[src/rtl/sprite_fetch_scheduler.sv]
// Shares one sprite ROM / palette ROM pair among NUM_SPR sprites: picks the highest-priority
// sprite under the beam, issues its texel address and delays hit/id/coords to meet the palette.
module sprite_fetch_scheduler #(
  parameter int NUM_SPR = 3,
  parameter int ADDR_W  = 19,
  parameter int ROM_LAT = 2
) (
  input  logic              Clk,
  input  logic              Reset,
  input  logic              frame_start,
  input  logic              pix_en,
  input  logic [9:0]        DrawX,
  input  logic [9:0]        DrawY,
  input  logic              cfg_we,
  input  logic [1:0]        cfg_id,
  input  logic              cfg_en,
  input  logic [9:0]        cfg_x,
  input  logic [9:0]        cfg_y,
  input  logic [6:0]        cfg_w,
  input  logic [6:0]        cfg_h,
  input  logic [ADDR_W-1:0] cfg_base,
  output logic              cfg_pending,
  output logic [ADDR_W-1:0] rom_addr,
  output logic              hit_out,
  output logic [1:0]        hit_id,
  output logic [9:0]        X_out,
  output logic [9:0]        Y_out
);

  typedef struct packed {
    logic              en;
    logic [9:0]        x;
    logic [9:0]        y;
    logic [6:0]        w;
    logic [6:0]        h;
    logic [ADDR_W-1:0] base;
  } spr_cfg_t;

  localparam logic [2:0] SPR_LIM = 3'(NUM_SPR);

  // Edge sums are carried in 11 bits so a sprite hanging off the right/bottom clips instead of wrapping.
  function automatic logic spr_hit(spr_cfg_t c, logic [9:0] px, logic [9:0] py);
    logic [10:0] x_end;
    logic [10:0] y_end;
    x_end = {1'b0, c.x} + {4'b0, c.w};
    y_end = {1'b0, c.y} + {4'b0, c.h};
    return c.en && (c.w != 7'd0) && (c.h != 7'd0) &&
           (px >= c.x) && ({1'b0, px} < x_end) &&
           (py >= c.y) && ({1'b0, py} < y_end);
  endfunction

  function automatic logic [ADDR_W-1:0] fetch_addr(logic [ADDR_W-1:0] base, logic [9:0] dy,
                                                   logic [6:0] w, logic [9:0] dx);
    logic [16:0] prod;
    prod = 17'(dy) * 17'(w);
    return base + ADDR_W'(prod) + ADDR_W'(dx);
  endfunction

  spr_cfg_t             shadow [NUM_SPR];
  spr_cfg_t             active [NUM_SPR];
  spr_cfg_t             cfg_in;
  logic                 cfg_wr;
  logic [NUM_SPR-1:0]   wr_sel;

  assign cfg_in = '{en: cfg_en, x: cfg_x, y: cfg_y, w: cfg_w, h: cfg_h, base: cfg_base};
  assign cfg_wr = cfg_we && ({1'b0, cfg_id} < SPR_LIM);

  always_comb begin
    wr_sel = '0;
    for (int i = 0; i < NUM_SPR; i++)
      wr_sel[i] = cfg_wr && (cfg_id == 2'(i));
  end

  // A write coinciding with frame_start bypasses the shadow so it goes live immediately.
  always_ff @(posedge Clk) begin
    if (Reset) begin
      for (int i = 0; i < NUM_SPR; i++) begin
        shadow[i] <= '0;
        active[i] <= '0;
      end
      cfg_pending <= 1'b0;
    end else begin
      for (int i = 0; i < NUM_SPR; i++) begin
        if (wr_sel[i])
          shadow[i] <= cfg_in;
        if (frame_start)
          active[i] <= wr_sel[i] ? cfg_in : shadow[i];
      end
      if (frame_start)
        cfg_pending <= 1'b0;
      else if (cfg_wr)
        cfg_pending <= 1'b1;
    end
  end

  // ---- stage p0: combinational hit test and priority select on the active config
  logic              hit_p0;
  logic [1:0]        id_p0;
  logic [9:0]        selx_p0;
  logic [9:0]        sely_p0;
  logic [6:0]        selw_p0;
  logic [ADDR_W-1:0] selb_p0;

  always_comb begin
    hit_p0  = 1'b0;
    id_p0   = '0;
    selx_p0 = '0;
    sely_p0 = '0;
    selw_p0 = '0;
    selb_p0 = '0;
    for (int i = NUM_SPR - 1; i >= 0; i--) begin
      if (spr_hit(active[i], DrawX, DrawY)) begin
        hit_p0  = 1'b1;
        id_p0   = 2'(i);
        selx_p0 = active[i].x;
        sely_p0 = active[i].y;
        selw_p0 = active[i].w;
        selb_p0 = active[i].base;
      end
    end
  end

  // ---- stage p1: winner, offsets and the winner's geometry captured together
  logic              vld_p1;
  logic              hit_p1;
  logic [1:0]        id_p1;
  logic [9:0]        dx_p1;
  logic [9:0]        dy_p1;
  logic [6:0]        w_p1;
  logic [ADDR_W-1:0] base_p1;
  logic [9:0]        x_p1;
  logic [9:0]        y_p1;

  always_ff @(posedge Clk) begin
    if (Reset) begin
      vld_p1  <= 1'b0;
      hit_p1  <= 1'b0;
      id_p1   <= '0;
      dx_p1   <= '0;
      dy_p1   <= '0;
      w_p1    <= '0;
      base_p1 <= '0;
      x_p1    <= '0;
      y_p1    <= '0;
    end else begin
      vld_p1  <= pix_en;
      hit_p1  <= hit_p0;
      id_p1   <= id_p0;
      dx_p1   <= DrawX - selx_p0;
      dy_p1   <= DrawY - sely_p0;
      w_p1    <= selw_p0;
      base_p1 <= selb_p0;
      x_p1    <= DrawX;
      y_p1    <= DrawY;
    end
  end

  // ---- stage p2: ROM address issue
  logic       vld_p2;
  logic       hit_p2;
  logic [1:0] id_p2;
  logic [9:0] x_p2;
  logic [9:0] y_p2;

  always_ff @(posedge Clk) begin
    if (Reset) begin
      rom_addr <= '0;
      vld_p2   <= 1'b0;
      hit_p2   <= 1'b0;
      id_p2    <= '0;
      x_p2     <= '0;
      y_p2     <= '0;
    end else begin
      rom_addr <= (vld_p1 && hit_p1) ? fetch_addr(base_p1, dy_p1, w_p1, dx_p1) : '0;
      vld_p2   <= vld_p1;
      hit_p2   <= hit_p1;
      id_p2    <= id_p1;
      x_p2     <= x_p1;
      y_p2     <= y_p1;
    end
  end

  // ---- stage p3: delay line matching the ROM read latency
  logic       vld_p3 [ROM_LAT];
  logic       hit_p3 [ROM_LAT];
  logic [1:0] id_p3  [ROM_LAT];
  logic [9:0] x_p3   [ROM_LAT];
  logic [9:0] y_p3   [ROM_LAT];

  always_ff @(posedge Clk) begin
    if (Reset) begin
      for (int k = 0; k < ROM_LAT; k++) begin
        vld_p3[k] <= 1'b0;
        hit_p3[k] <= 1'b0;
        id_p3[k]  <= '0;
        x_p3[k]   <= '0;
        y_p3[k]   <= '0;
      end
    end else begin
      for (int k = ROM_LAT - 1; k > 0; k--) begin
        vld_p3[k] <= vld_p3[k-1];
        hit_p3[k] <= hit_p3[k-1];
        id_p3[k]  <= id_p3[k-1];
        x_p3[k]   <= x_p3[k-1];
        y_p3[k]   <= y_p3[k-1];
      end
      vld_p3[0] <= vld_p2;
      hit_p3[0] <= hit_p2;
      id_p3[0]  <= id_p2;
      x_p3[0]   <= x_p2;
      y_p3[0]   <= y_p2;
    end
  end

  assign hit_out = vld_p3[ROM_LAT-1] & hit_p3[ROM_LAT-1];
  assign hit_id  = id_p3[ROM_LAT-1];
  assign X_out   = x_p3[ROM_LAT-1];
  assign Y_out   = y_p3[ROM_LAT-1];

endmodule

[config.mk]
export PLATFORM = sky130hd
export DESIGN_NAME = sprite_fetch_scheduler
export DESIGN_NICKNAME = d
export VERILOG_FILES = /design/src/rtl/sprite_fetch_scheduler.sv
export SDC_FILE = /design/constraint.sdc
export NUM_CORES = 1
export LEC_CHECK = 0
export CELL_PAD_IN_SITES_DETAIL_PLACEMENT = 0
export CELL_PAD_IN_SITES_GLOBAL_PLACEMENT = 1
export CORE_UTILIZATION = 45
export CTS_BUF_LIST = sky130_fd_sc_hd__clkbuf_8
export CTS_CLUSTER_SIZE = 25
export DETAILED_ROUTE_END_ITERATION = 6
export GPL_ROUTABILITY_DRIVEN = 1
export PLACE_DENSITY_LB_ADDON = 0.1
export REMOVE_ABC_BUFFERS = 1
export SETUP_SLACK_MARGIN = 0.1
export SYNTH_ARGS = -nofsm -noshare
export SYNTH_HDL_FRONTEND = slang
export SYNTH_SLANG_ARGS = --single-unit
export TNS_END_PERCENT = 100
[constraint.sdc]
create_clock -name Clk -period 12.4 [get_ports Clk]
set_input_delay 1.86 -clock Clk [delete_from_list [all_inputs] [get_ports Clk]]
set_output_delay 1.86 -clock Clk [all_outputs]
set_load 0.01 [all_outputs]
==> impl_results.md, run 1 <==
- Setup_tns: 0 ns
- YS warnings: 0
- Crit path launch type: register
- I/O Pins: 124
- Final worst path period share: 57.6%
- MaxCap Viol Count: 0
- Die footprint: 58,400 um^2
- Vias in the first global route: 17,846
- Gpl congestion: 0.937
- Post-synthesis adder-cell area fraction: 15.9%
- Relative slew margins: 17.8%
- M1 WL: 35,200 um
- CP max-delay cell: o41ai_1
- Post-synth EDFFs: 324
- RSZ-0062 raised after global routing: false
- Largest net degree at the start of global routing: 86
- Synthesis-to-layout area growth: 13.2%
- Sequential-to-total area share from yosys stat: 50.2%
- Largest family of logic cells by synthesized area: adder cells
- Worst Hold Depth: 1
- CTS root buf: clkbuf_8
- Worst endpoint required time: 12.94 ns
- Final hold slack: 0.429 ns
- Top cell type's share of synthesized area: 37.6%
- Cell count of the worst reg-to-reg path: 26
- Pre-CTS WS: 5.05 ns
- Delay of the slowest critical-path stage: 0.92 ns
- Critical Path AT: 7.69 ns
- Final Hold Violating Endpoints: 0
- Core Util, Final: 51.7%
- Outcome: completed
- XOR/XNOR Fraction of Synth Area: 2.13%
- Final Slew Violations: 0
- Final worst slack: 5.26 ns
- Die Wd: 242 um
- Slew @ Worst Pin: 1.22 ns
- Placed inst area: 27,600 um^2
- # port buffers: 123
- # setup viols final: 0
- Depth of the CTS H-tree: 3
- Synth Area in Compound Gates: 12.0%
- Routed wire length on met2: 32,000 um
- Clk slew on worst S/H paths: 0.06 ns
- Power per cell area: 132 nW/um^2
- TritonCTS clock tree: done
- # rows: 87
- Routed via count: 18,195
- Layout Skew: 0.0431 ns
- Worst setup EP type: register
- Routed met3 length: 3980 um
- Core ar.: 56,600 um^2
- Routed WL: 72,400 um
- Layout cells sized above 1: 6.63%
- Initial DRC Count: 1,216
- Hold Buf Count CTS: 0
- Period minus WS final: 7.14 ns
- Post-CTS setup buffer count: 0
- P_leak: 12.0 nW
- Total track usage: 24.7%
- Mapped cell area: 25,800 um^2
- Pre-Repair DR Iteration Count: 5
- Ys flop type: edfxtp_1
- Detail Placement HPWL: 49,900 um
- Synthesized area per cell: 10.7 um^2
- Worst-path maximum fanout: 59
- Via density: 5.43
- Worst path most repeated cell: a21oi_1
- Die Y: 242 um
- Register bit total from synthesis: 486
- Initial antenna violation count: 2
- CTS sink cnt: 486
- ANT nets after route: 0
- Clock Path Buffers: 3
- Synthesized instance count: 2,422
- Simple-gate share of the synthesized area: 15.1%
- Post_cts resized: 0
- Fraction of registers with async set/reset: 0%
- Fin area: 29,300 um^2
- Clk_lat worst skew: 0.70 ns
- First-pass GRT wire length: 109,000 um
- Hold crit path type: reg -> reg
- Top cell type by total area after synthesis: edfxtp_1
- Num CTS Buffers: 84
- Max IR drop VDD: 105 uV
- Mux contribution to synthesized area: 0.116%
- Grt total ovfl: 0
- Remaining DRCs: 0
- Final nets: 2,895
- Setup CP Type: reg -> reg
- Synth area leaders: edfxtp_1, dfxtp_1, ha_1, fa_1, nand2_1
- Post-synth cell types: 68
- Wirelength per Cell: 21.6 um
- Fmax: 140 MHz
- Top layer used by detailed routing: met4
- Starting Density: 45.7%
==> final cells by class <==
class | instances | area [um^2]
Fill cell | 5198 | 27300
Antenna cell | 1 | 2.50
Clock inverter | 61 | 379
Inverter | 159 | 597
Tap cell | 756 | 946
Sequential cell | 486 | 13000
Timing Repair Buffer | 141 | 1380
Clock buffer | 91 | 1250
Multi-Input combinational cell | 1658 | 11700
==> per-layer routing <==
metal | vias up | track usage [%]
li1 | 8631 | -
met3 | 95 | 3.76
met5 | - | 0
met1 | 8921 | 36.5
met4 | 0 | 6.24
met2 | 548 | 37.8
==> critical path, delay by kind of cell, from the launching register on <==
family	cells	cell delay (ns)
simple gates	4	0.81
fa+ha+maj	5	1.59
compound gates	13	3.10
flops	1	0.49
xor+xnor	2	0.24
buf+inv	2	0.73
==> cell usage in the layout, fill, tap and decap left out, types with 20 or more instances in the layout <==
cell type,count
fa_1,73
nand2b_1,25
clkbuf_8,91
nor2b_1,101
clkdlybuf4s50_1,122
nand2_1,374
o21ai_0,40
nor3_1,30
and2_1,106
a21o_1,20
a22oi_1,29
xnor2_1,50
dfxtp_1,162
a21oi_1,245
a211oi_1,21
inv_1,187
ha_1,211
nor2_1,103
edfxtp_1,324
==> worst paths after layout <==
| kind | slack, ns | to | start |
|---|---|---|---|
| max | 5.26 | dx_p1[8] | active[0][26] |
| max reg2reg | 5.26 | dx_p1[8] | active[0][26] |
| min reg2reg | 0.43 | x_p3[0][5] | x_p2[5] |
| min | 0.43 | x_p3[0][5] | x_p2[5] |
==> metrics by stage <==
| stage | total power [mW] | cells |
|---|---|---|
| final | 3.85 | 3353 |
| after global routing | 4.03 | 3352 |
| after CTS | 3.89 | 3352 |
| after detailed placement | 2.46 | 3200 |
| after global placement | 2.46 | 3200 |
| after floorplan | 2.24 | 2303 |
==> cells by family after synthesis <==
family                     Yosys count
AOI/OAI and AO/OA                  490
xor gates and xnor gates            63
adders and majority gates          284
buffers and inverters              278
DFF                                486
muxes                                3
and+or+nand+nor                    818
==> synth_stat cells (18+ instances only) <==
library cell / instances
nand2_1: 374
xnor2_1: 50
nor2_1: 104
a211oi_2: 18
clkbuf_1: 84
nor3_1: 30
nor2b_1: 101
a21o_1: 20
o21bai_1: 19
fa_1: 73
dfxtp_1: 162
a22oi_1: 29
and2_1: 106
inv_1: 158
edfxtp_1: 324
buf_4: 22
ha_1: 211
nand2b_1: 29
o21ai_0: 40
a21oi_1: 245
a211oi_1: 21
==> flip-flops by register name, summed over array words and instances (netlist names), 19 cells and up <==
name	count
active	162
base_p1	19
rom_addr	19
shadow	162
x_p3	20
y_p3	20
==> where the power goes <==
group          switching [mW]  internal (mW)
combinational           0.327          0.197
clock                   0.670          0.748
sequential             0.0658           1.84
total                    1.06           2.79
(Power assumes the default switching activity.)
==> run 2, diff against run 1 <==
- clock period: 12.4 -> 6.5 ns (I/O delays scaled with it)
==> impl_results.md, run 2 (same netlist as run 1, synthesis figures left out) <==
- Outcome: completed
- Grt total ovfl: 0 (unchanged)
- Relative slew margins: 26.8% (+9.1 points)
- First-pass GRT wire length: 105,000 um (-3.0%)
- Setup_tns: 0 ns (unchanged)
- Max IR drop VDD: 178 uV (+69%)
- Die Y: 242 um (unchanged)
- Hold path startpoint: vld_p3[0][0]
- CP max-delay cell: fa_1
- Core ar.: 56,600 um^2 (unchanged)
- Fmax: 165 MHz (+18%)
- Via density: 5.36 (-1.2%)
- Setup CP Type: reg -> reg
- ANT nets after route: 0 (unchanged)
- Starting Density: 45.7% (unchanged)
- Total track usage: 23.6% (-1.1 points)
- Critical Path AT: 6.63 ns (-1.06 ns)
- Flop-to-flop setup slack: 0.45 ns (-4.81 ns)
- Period minus WS final: 6.05 ns (-1.09 ns)
- Synthesis-to-layout area growth: 14.1%
- Placed cells: 3,220 (+0.63%)
- Hold Buf Count CTS: 0 (unchanged)
- Post-CTS setup buffer count: 0 (unchanged)
- Initial DRC Count: 1,401 (+15%)
- Overall power: 7.33 mW (+90%)
- Logic pwr share: 13.3% (-0.3 points)
- Worst endpoint required time: 7.08 ns (-5.86 ns)
- Routed WL: 69,000 um (-4.8%)
- Fill count: 5,165 (-0.63%)
- CTS root buf: clkbuf_8
- Initial antenna violation count: 2 (unchanged)
- Final worst path period share: 93.1% (+36 points)
- Detail Placement HPWL: 47,300 um (-5.3%)
- Routed via count: 18,103 (-0.51%)
- Power per cell area: 249 nW/um^2 (+89%)
- Most frequent cells in the layout: nand2_1, edfxtp_1, a21oi_1
- Biggest regs: active: 162 flops, shadow: 162 flops
- I/O Pins: 124 (unchanged)
- # setup viols final: 0 (unchanged)
- Final Slew Violations: 0 (unchanged)
- Sequential cell area: 13,000 um^2 (unchanged)
- Die footprint: 58,400 um^2 (unchanged)
- P_leak: 12.1 nW (+0.73%)
- Worst setup EP type: register
- Clock Path Buffers: 3 (unchanged)
- Worst-path maximum fanout: 9 (-85%)
- Layout Skew: 0.0430 ns (-0.000107 ns)
- Depth of the CTS H-tree: 3 (unchanged)
- Final worst slack: 0.448 ns (-4.81 ns)
- Final nets: 2,918 (+0.79%)
- Num CTS Buffers: 85 (+1.2%)
- Slew @ Worst Pin: 1.10 ns (-0.125 ns)
- Crit path launch type: register
- Largest net degree at the start of global routing: 163 (+90%)
- Switching Power: 1.97 mW (+85%)
- RR Endpoint: dy_p1[9]
- TritonCTS clock tree: done
- Remaining DRCs: 0 (unchanged)
- Switch share: 26.9% (-0.72 points)
- Flop pwr share: 49.7% (about the same)
- Hold Path End: vld_p3[0][1]
- Hold crit path type: reg -> reg
- Power Internal: 5.36 mW (+92%)
- Gpl congestion: 0.883 (-5.7%)
- Pre-CTS WS: 0.307 ns (-4.74 ns)
- Clk slew on worst S/H paths: 0.06 ns (about the same)
- Worst path most repeated cell: ha_1
- Multi-input gate area: 11,800 um^2 (+0.45%)
- MaxCap Viol Count: 0 (unchanged)
- Die Wd: 242 um (unchanged)
- Cell count of the worst reg-to-reg path: 26 (unchanged)
- Clk network pwr share: 37.0% (+0.2 points)
- Worst Hold Depth: 1 (unchanged)
- Layout cells sized above 1: 7.56% (+0.93 points)
- Clk_lat worst skew: 0.68 ns (-0.02 ns)
- Worst r2r src: active[0][80]
- RSZ-0062 raised after global routing: false
- Pre-Repair DR Iteration Count: 6 (+1)
- Wirelength per Cell: 20.4 um (-5.4%)
- Commonest non-fill, non-tap cell in the layout: nand2_1
- Final Hold Violating Endpoints: 0 (unchanged)
- Final cell count without fillers: 3,376 (+0.69%)
- # rows: 87 (unchanged)
- CTS sink cnt: 486 (unchanged)
- # port buffers: 123 (unchanged)
- Delay of the slowest critical-path stage: 0.43 ns (-0.49 ns)
- Vias in the first global route: 17,898 (+0.29%)
run 2: cell types whose count changed in the layout (fill, tap and decap cells not counted), sizes merged:
| cell | delta |
|---|---|
| clkinvlp | +4 |
| or2 | +2 |
| buf | +20 |
| bufinv | +1 |
| inv | -4 |
run 2: repair_timing:
| item | CTS | global route |
|---|---|---|
| setup endpoints to repair | 0 | 4 |
| gates resized for setup | 0 | 6 |
| endpoints found under the hold margin | 0 | 0 |
run 2: layout make-up:
type                       count  area share (%)
sequential                   486            44.0
multi-input combinational   1660            40.0
timing repair buffer         161            5.23
clock buffer                  91            4.25
tap                          756            3.21
inverter                     159            2.02
clock inverter                62            1.30
antenna                        1         0.00849
run 2: power by group through the flow:
stage          clock network (mW)  registers (mW)  logic, mW
2_1_floorplan                   0            3.65      0.622
3_3_place_gp                    0            3.70      0.941
3_5_place_dp                    0            3.70      0.960
4_1_cts                      2.78            3.64      0.967
5_1_grt                      2.92            3.66       1.10
6_report                     2.71            3.64      0.977
run 2: critical path, delay by kind of cell, from the launching register on:
family          cells  cell delay (ns)
xor+xnor            1             0.12
mux                 1             0.13
compound gates     14             3.16
flops               1             0.42
simple gates        5             0.74
buf+inv             1             0.17
fa+ha+maj           4             1.22
run 2: per-layer routing:
layer / track usage [%] / part of all wire (%) / wire [um] / vias up
met2: 35.7 / 44 / 30000 / 563
met3: 3.49 / 6.4 / 4400 / 72
met5: 0 / 0 / 0 / -
met1: 35.2 / 48 / 33400 / 8772
li1: - / - / - / 8696
met4: 6.12 / 1.7 / 1150 / 0
run 2: worst max path at each step:
stage                   from       end  slack (ns)  cells after the start
2_1_floorplan  active[0][27]  dx_p1[8]        0.10                     24
3_3_place_gp   active[0][80]  dx_p1[9]        0.43                     26
3_5_place_dp   active[0][80]  dx_p1[9]        0.31                     26
4_1_cts        active[0][80]  dx_p1[9]        0.29                     26
5_1_grt        active[0][80]  dy_p1[9]        0.12                     26
6_report       active[0][80]  dy_p1[9]        0.45                     26
run 2: metrics by stage:
step	utilization (%)	cell area (um^2)	hold WS [ns]
2_1_floorplan	-	25300	0.414
3_3_place_gp	49.1	27800	0.417
3_5_place_dp	49.1	27800	0.422
4_1_cts	52.0	29400	0.426
5_1_grt	52.1	29500	0.448
6_report	52.1	29500	0.423
